**src/rtl/inst_fetch_queue_pkg.sv**
```systemverilog
// inst_fetch_queue_pkg: shared fetch-stage definitions
//   state_t         byte-assembler FSM states (B0..B3 = byte index, HOLD = word waiting for space)
//   BYTES_PER_WORD  fetch PC increment per assembled word
//   NOP_WORD        value presented on inst_data when the queue is empty
package inst_fetch_queue_pkg;

    typedef enum logic [2:0] {
        B0   = 3'd0,
        B1   = 3'd1,
        B2   = 3'd2,
        B3   = 3'd3,
        HOLD = 3'd4
    } state_t;

    localparam logic [31:0] BYTES_PER_WORD = 32'd4;
    localparam logic [31:0] NOP_WORD       = 32'h0;

endpackage

```
**src/rtl/inst_fetch_queue_fifo.sv**
```systemverilog
// inst_fetch_queue_fifo: DEPTH x W synchronous FIFO with push/pop/flush and occupancy count
//   clk, rst_n  clock, asynchronous active-low reset
//   push, din   write din at the tail
//   pop         retire the head
//   flush       clear the queue; overrides push and pop
//   dout        raw head entry (meaningless when count == 0)
//   count       occupied entries
module inst_fetch_queue_fifo #(
    parameter int DEPTH = 4,
    parameter int W     = 64
) (
    input  logic                     clk,
    input  logic                     rst_n,
    input  logic                     push,
    input  logic                     pop,
    input  logic                     flush,
    input  logic [W-1:0]             din,
    output logic [W-1:0]             dout,
    output logic [$clog2(DEPTH):0]   count
);

    localparam int PW = $clog2(DEPTH);
    localparam int CW = PW + 1;

    logic [W-1:0]  mem [DEPTH];
    logic [PW-1:0] wr_ptr, rd_ptr;

    assign dout = mem[rd_ptr];

    always_ff @(posedge clk) begin
        if (push && !flush)
            mem[wr_ptr] <= din;
    end

    // Pointers are exactly PW bits wide, so they wrap at DEPTH with no compare.
    always_ff @(posedge clk or negedge rst_n) begin
        if (!rst_n) begin
            wr_ptr <= '0;
            rd_ptr <= '0;
            count  <= '0;
        end else if (flush) begin
            wr_ptr <= '0;
            rd_ptr <= '0;
            count  <= '0;
        end else begin
            if (push)
                wr_ptr <= wr_ptr + 1'b1;
            if (pop)
                rd_ptr <= rd_ptr + 1'b1;
            count <= count + CW'(push) - CW'(pop);
        end
    end

endmodule

```
**src/rtl/inst_fetch_queue.sv**
```systemverilog
// inst_fetch_queue: byte-serial instruction fetch, big-endian word assembly and instruction queue
//   clk, rst_n                   clock, asynchronous active-low reset
//   imem_addr, imem_rd           byte address and read strobe to the instruction ROM
//   imem_data                    ROM byte, valid in the same cycle
//   inst_valid, inst_ready       head handshake toward the core
//   inst_data, inst_pc           head word and its PC, 0 when empty
//   redirect_valid, redirect_pc  flush the queue and restart fetch at redirect_pc & ~3
//   q_count                      queue occupancy
module inst_fetch_queue
    import inst_fetch_queue_pkg::*;
#(
    parameter int          DEPTH    = 4,
    parameter int          ADDR_W   = 5,
    parameter logic [31:0] RESET_PC = 32'h0
) (
    input  logic                   clk,
    input  logic                   rst_n,
    output logic [ADDR_W-1:0]      imem_addr,
    output logic                   imem_rd,
    input  logic [7:0]             imem_data,
    output logic                   inst_valid,
    input  logic                   inst_ready,
    output logic [31:0]            inst_data,
    output logic [31:0]            inst_pc,
    input  logic                   redirect_valid,
    input  logic [31:0]            redirect_pc,
    output logic [$clog2(DEPTH):0] q_count
);

    localparam int CW = $clog2(DEPTH) + 1;

    state_t      state, state_d;
    logic [31:0] fetch_pc, pc_d;
    logic [31:0] asm_q, asm_d;
    logic [31:0] word;
    logic [63:0] head;
    logic [1:0]  byte_idx;
    logic        push, pop, space;

    assign inst_valid = q_count != '0;
    assign pop        = inst_valid & inst_ready;
    // A pop on the same edge frees the slot the push needs, even when full.
    assign space      = (q_count != CW'(DEPTH)) | pop;
    // HOLD keeps the address of the last byte read rather than returning to byte 0.
    assign byte_idx   = (state == HOLD) ? 2'd3 : state[1:0];
    assign imem_addr  = fetch_pc[ADDR_W-1:0] + ADDR_W'(byte_idx);
    assign imem_rd    = state != HOLD;
    // In B3 the last byte comes straight from the ROM; in HOLD it was latched earlier.
    assign word       = (state == HOLD) ? asm_q : {asm_q[31:8], imem_data};
    assign inst_data  = inst_valid ? head[63:32] : NOP_WORD;
    assign inst_pc    = inst_valid ? head[31:0] : 32'h0;

    always_comb begin
        state_d = state;
        pc_d    = fetch_pc;
        asm_d   = asm_q;
        push    = 1'b0;
        if (redirect_valid) begin
            state_d = B0;
            pc_d    = redirect_pc & ~32'd3;
        end else begin
            case (state)
                B0: begin
                    asm_d[31:24] = imem_data;
                    state_d      = B1;
                end
                B1: begin
                    asm_d[23:16] = imem_data;
                    state_d      = B2;
                end
                B2: begin
                    asm_d[15:8] = imem_data;
                    state_d     = B3;
                end
                B3: begin
                    if (space) begin
                        push    = 1'b1;
                        pc_d    = fetch_pc + BYTES_PER_WORD;
                        state_d = B0;
                    end else begin
                        asm_d[7:0] = imem_data;
                        state_d    = HOLD;
                    end
                end
                HOLD: begin
                    if (space) begin
                        push    = 1'b1;
                        pc_d    = fetch_pc + BYTES_PER_WORD;
                        state_d = B0;
                    end
                end
                default: state_d = B0;
            endcase
        end
    end

    always_ff @(posedge clk or negedge rst_n) begin
        if (!rst_n) begin
            state    <= B0;
            fetch_pc <= RESET_PC;
            asm_q    <= '0;
        end else begin
            state    <= state_d;
            fetch_pc <= pc_d;
            asm_q    <= asm_d;
        end
    end

    inst_fetch_queue_fifo #(
        .DEPTH (DEPTH),
        .W     (64)
    ) u_fifo (
        .clk   (clk),
        .rst_n (rst_n),
        .push  (push),
        .pop   (pop),
        .flush (redirect_valid),
        .din   ({word, fetch_pc}),
        .dout  (head),
        .count (q_count)
    );

endmodule

```
**config.mk**
```make
export PLATFORM = sky130hd
export DESIGN_NAME = inst_fetch_queue
export DESIGN_NICKNAME = d
export VERILOG_FILES = /design/src/rtl/inst_fetch_queue_pkg.sv /design/src/rtl/inst_fetch_queue_fifo.sv /design/src/rtl/inst_fetch_queue.sv
export SDC_FILE = /design/constraint.sdc
export NUM_CORES = 1
export LEC_CHECK = 0
export ABC_AREA = 1
export CORE_ASPECT_RATIO = 0.8
export CORE_MARGIN = 2
export CORE_UTILIZATION = 50
export DETAILED_ROUTE_END_ITERATION = 10
export MAX_ROUTING_LAYER = met4
export PLACE_DENSITY = 0.83
export RECOVER_POWER = 50
export SYNTH_ARGS = -nofsm -noshare
export SYNTH_HDL_FRONTEND = slang
export SYNTH_SLANG_ARGS = --single-unit
```
**constraint.sdc**
```tcl
create_clock -name clk -period 5.9 [get_ports clk]
set_clock_uncertainty 0.15 [all_clocks]
set_input_delay 1.475 -clock clk [delete_from_list [all_inputs] [get_ports clk]]
set_output_delay 1.475 -clock clk [all_outputs]
set_load 0.01 [all_outputs]
```
==> metrics list <==
- R2r endpoint: u_fifo.count[2]
* Crit-path slowest cell: inv_2
- Clock Sinks: 320
* Setup total negative slack: 0 ns
* Fin crit share: between 80 and 90%
* Worst Hold Depth: 2
- For this run, the leading register cell type out of synthesis is edfxtp_1.
- Power per Cell Area: 414 nW/um^2
- H-tree Lvls: 1
- Averaged over all synthesized cells, the footprint is 10.7 sq um.
- The final reports fail on max-capacitance violations, max-slew violations.
- Number of vias after detailed routing: around 9600
- Kind of launch point of the worst setup path: flip-flop
* Type of the worst setup path: flip-flop to output port
- Final slew viol count: 110
- Max IR drop VDD: roughly 300 uV
- After layout, the minimum clock period comes to 5.14 ns.
* Drt initial violations: between 900 and 1000
- The number of hold buffers added after CTS was 0.
* Terminating pin of the worst hold path: asm_q[3]
- Clock slew at the register clock pins of the worst setup and hold paths: 0.06 ns
* Final core utilization: 60.7%
- Combinational family with the most area after synthesis: simple AND/OR/NAND/NOR gates
- Share of the synthesized area in compound gates (AO/OA/AOI/OAI): 9.56%
* Count of port buffers added during placement: 113
- From bottom edge to top edge, the die measures 152 um.
- Adder and majority gate portion of the synthesized area: less than 1%
* Seq/Total Area, Yosys: 68.0%
- Pre-CTS worst setup slack: between 1 and 1.5 ns
* Die ar.: roughly 29000 sq um
- Number of buffers inserted during clock tree synthesis: 30
- The congestion estimate from routability-driven global placement came to 0.934.
- The path class of the tightest hold or removal check is flip-flop to flip-flop.
- The cell family contributing the most delay on the critical path is buffers and inverters.
- The core region is around 27000 sq um.
* Simple-gate share of the synthesized area: 17.0%
- Data on the critical path arrives at its endpoint at 3.51 ns.
- Area share of the largest cell type after synthesis: 54.8%
- In the final layout, the share of cells above drive strength 1 is 7.08%.
- Across every metal layer, demand over resource in global routing totals between 20% and 30%.
- Post-route cell area: 16100 sq um
- The worst setup path is captured at an output port.
- Worst R2R Setup Slack: 2.53 ns
- Most common cell after layout, fill and taps aside: nor2_1
- Die boundary width: about 190 um
- Beginning of the worst register-to-register path: u_fifo.count[1]
- For this run, the detailed router's first-pass iteration total came to 5.
- Fraction of synthesis flops using an asynchronous set or reset pin: 22.5%
- Leakage power of the design: 5.94 nW
- Yosys warns: 0
* Number of gates given a new drive strength after cts: 0
- Post-synth design cell area: 13600 sq um
* Clock tree root driver cell: clkbuf_16
- Drt via density: about 5.5
- Final WL: around 32000 um
- The first global-routing pass estimated 49700 um of wire.
- In this run the worst path has a maximum fanout of 66.
- In this run, synthesis inferred about 250 flip-flops with an integrated enable.
- In this run the tightest slew margin relative to its limit is -83.9%.
- The initial utilization of the core area, before any placement, comes to 51.3%.
- Worst-Margin Slew: 2.76 ns
- Total power for the finished layout comes to roughly 0.0067 W.
- Half-perimeter wire length after detailed placement: about 19000 um
- The number of antenna violations at the first check in global routing is 0.
- Post-synthesis cell type with the largest combined area: edfxtp_1
- After detailed placement, the total cell area comes to between 15000 and 20000 sq um.
* Multiplexer share of the synthesized area: 0.0828%
- The startpoint identified for the worst hold timing path is asm_q[3].
* Worst R2R Path Depth: 11
- The floorplan has 53 rows.
* Maximum number of pins on one net before global-route repair: 79
- Count of fill cells added during filler insertion: approximately 2100
* Commonest cells after routing, fill and taps aside: 307 x nor2_1, 248 x edfxtp_1, 194 x nand2_1
- Total setup violations reported at the end of the flow: 0
- The clock reaches the later pin of the worst-skew pair after around 0.56 ns.
* TritonCTS clock tree: yes
* Buffers plus inverters on the worst setup path: 3
* Nets: 1428
- For the worst setup path, the data required time is 4.28 ns.
- Xor and xnor area share after synthesis: 0.837%
- For this run, design rule violations remaining after detail routing come to 0.
- Outcome: finished, violations left
- Sorting the synthesized cells by area gives the leading types as edfxtp_1 55%, dfrtp_1 13%, nor2_1 8.6%.
- RSZ-0062 raised after global routing: no
* Crit-path cells: inv_2 -> buf_12 -> o21ai_0 -> a21oi_1 -> clkdlybuf4s50_1
* Wire per inst: 18.3 um
* ANT cells: 0
* Residual antenna-violating net count after detailed routing: 0
* Overflow left after global routing: 0
* Vias in the first global route: ~9300
- The final hold violation count was 0.
- Pin placement for this block handled between 100 and 150 I/O pins.
- Counting flops and latches in the post-synthesis netlist gives 320.
* Number of buffers inserted to repair setup after CTS: 0
- In this design, the stage delay of the slowest critical-path cell is 0.76 ns.
- Setup slack on the critical path of the routed design comes to 0.764 ns.
* Highest achievable clock rate: 0.195 GHz
- Max-cap violations in this run came to 3.
* Number of distinct standard cells referenced by the synthesized netlist: 41
- Maximum clock path buffer count: 3
- Instance count of the mapped netlist: about 1300
- Growth of design area from synthesis to finish: 18.3%
[tightest hold or removal path: cells and delay by family, from the launching register on]
family,cells,cell delay (ns)
flip-flops,1,0.34
AO/OA/AOI/OAI,1,0.06
AND/OR/NAND/NOR,1,0.05
[sequential cells by signal, indices dropped and copies added (netlist names)]
register       cells
u_fifo.count       3
fetch_pc          30
u_fifo.mem       248
u_fifo.rd_ptr      2
asm_q             32
u_fifo.wr_ptr      2
state              3
[cells by family after synthesis]
logic type               after synthesis
AO/OA/AOI/OAI                        251
XOR/XNOR                              13
adder cells (fa/ha/maj)                9
buffers and inverters                113
flip-flops                           320
multiplexers                           1
other                                  1
AND/OR/NAND/NOR                      568
[cell type report]
cell class	count	area, sq um	area share, %
multi-input cells	845	3880	24.1
flip-flops and latches	320	9250	57.5
inverters	49	186	1.16
clock inverters	24	283	1.76
well taps	357	447	2.78
repair buffers	129	1270	7.92
clock buffers	32	768	4.77
[worst max-delay path by stage]
stage / end / from / cells past startpoint / slack (ns)
after detailed placement: u_fifo.mem[1][61] / inst_ready / 8 / 1.36
after CTS: inst_data[6] / u_fifo.rd_ptr[0] / 5 / 0.80
final: inst_data[6] / u_fifo.rd_ptr[0] / 5 / 0.76
after global routing: asm_q[29] / rst_n / 2 / 0.41
after floorplan: u_fifo.mem[0][10] / inst_ready / 6 / 0.68
after global placement: u_fifo.mem[1][61] / inst_ready / 8 / 1.40
[where the power goes]
group	leakage [nW]	switching [W]	internal, W
clock network	0.508	0.000847	0.00117
registers	3.15	0.000186	0.00260
logic	2.28	0.00105	0.000799
[routing by layer]
layer / global-route usage, % / vias to the layer above / share of wire (%)
li1: - / 4523 / -
met1: 30.2 / 4595 / 42
met2: 37.8 / 421 / 48
met3: 3.45 / 55 / 7.5
met4: 7.93 / 0 / 2.7
met5: - / - / 0
[per-stage QoR]
stage,hold slack (ns),std cells
floorplan,0.297,1278
global placement,0.314,1700
detailed placement,0.326,1700
CTS,0.342,1756
global route,0.367,1756
finish,0.342,1756
[synthesized netlist by cell type (3+ instances only)]
library cell / count
nor2_1: 311
edfxtp_1: 248
nand2_1: 193
o21ai_0: 165
a21oi_1: 72
dfrtp_1: 72
inv_1: 43
nand3_1: 36
clkbuf_1: 35
buf_2: 17
xor2_1: 9
ha_1: 8
nor2_2: 7
buf_4: 6
inv_2: 5
buf_1: 4
nand3b_1: 4
xnor2_1: 4
a22oi_1: 3
a22oi_2: 3
nor2_4: 3
o211ai_1: 3
No activity file was read; power rests on OpenSTA's default activity.
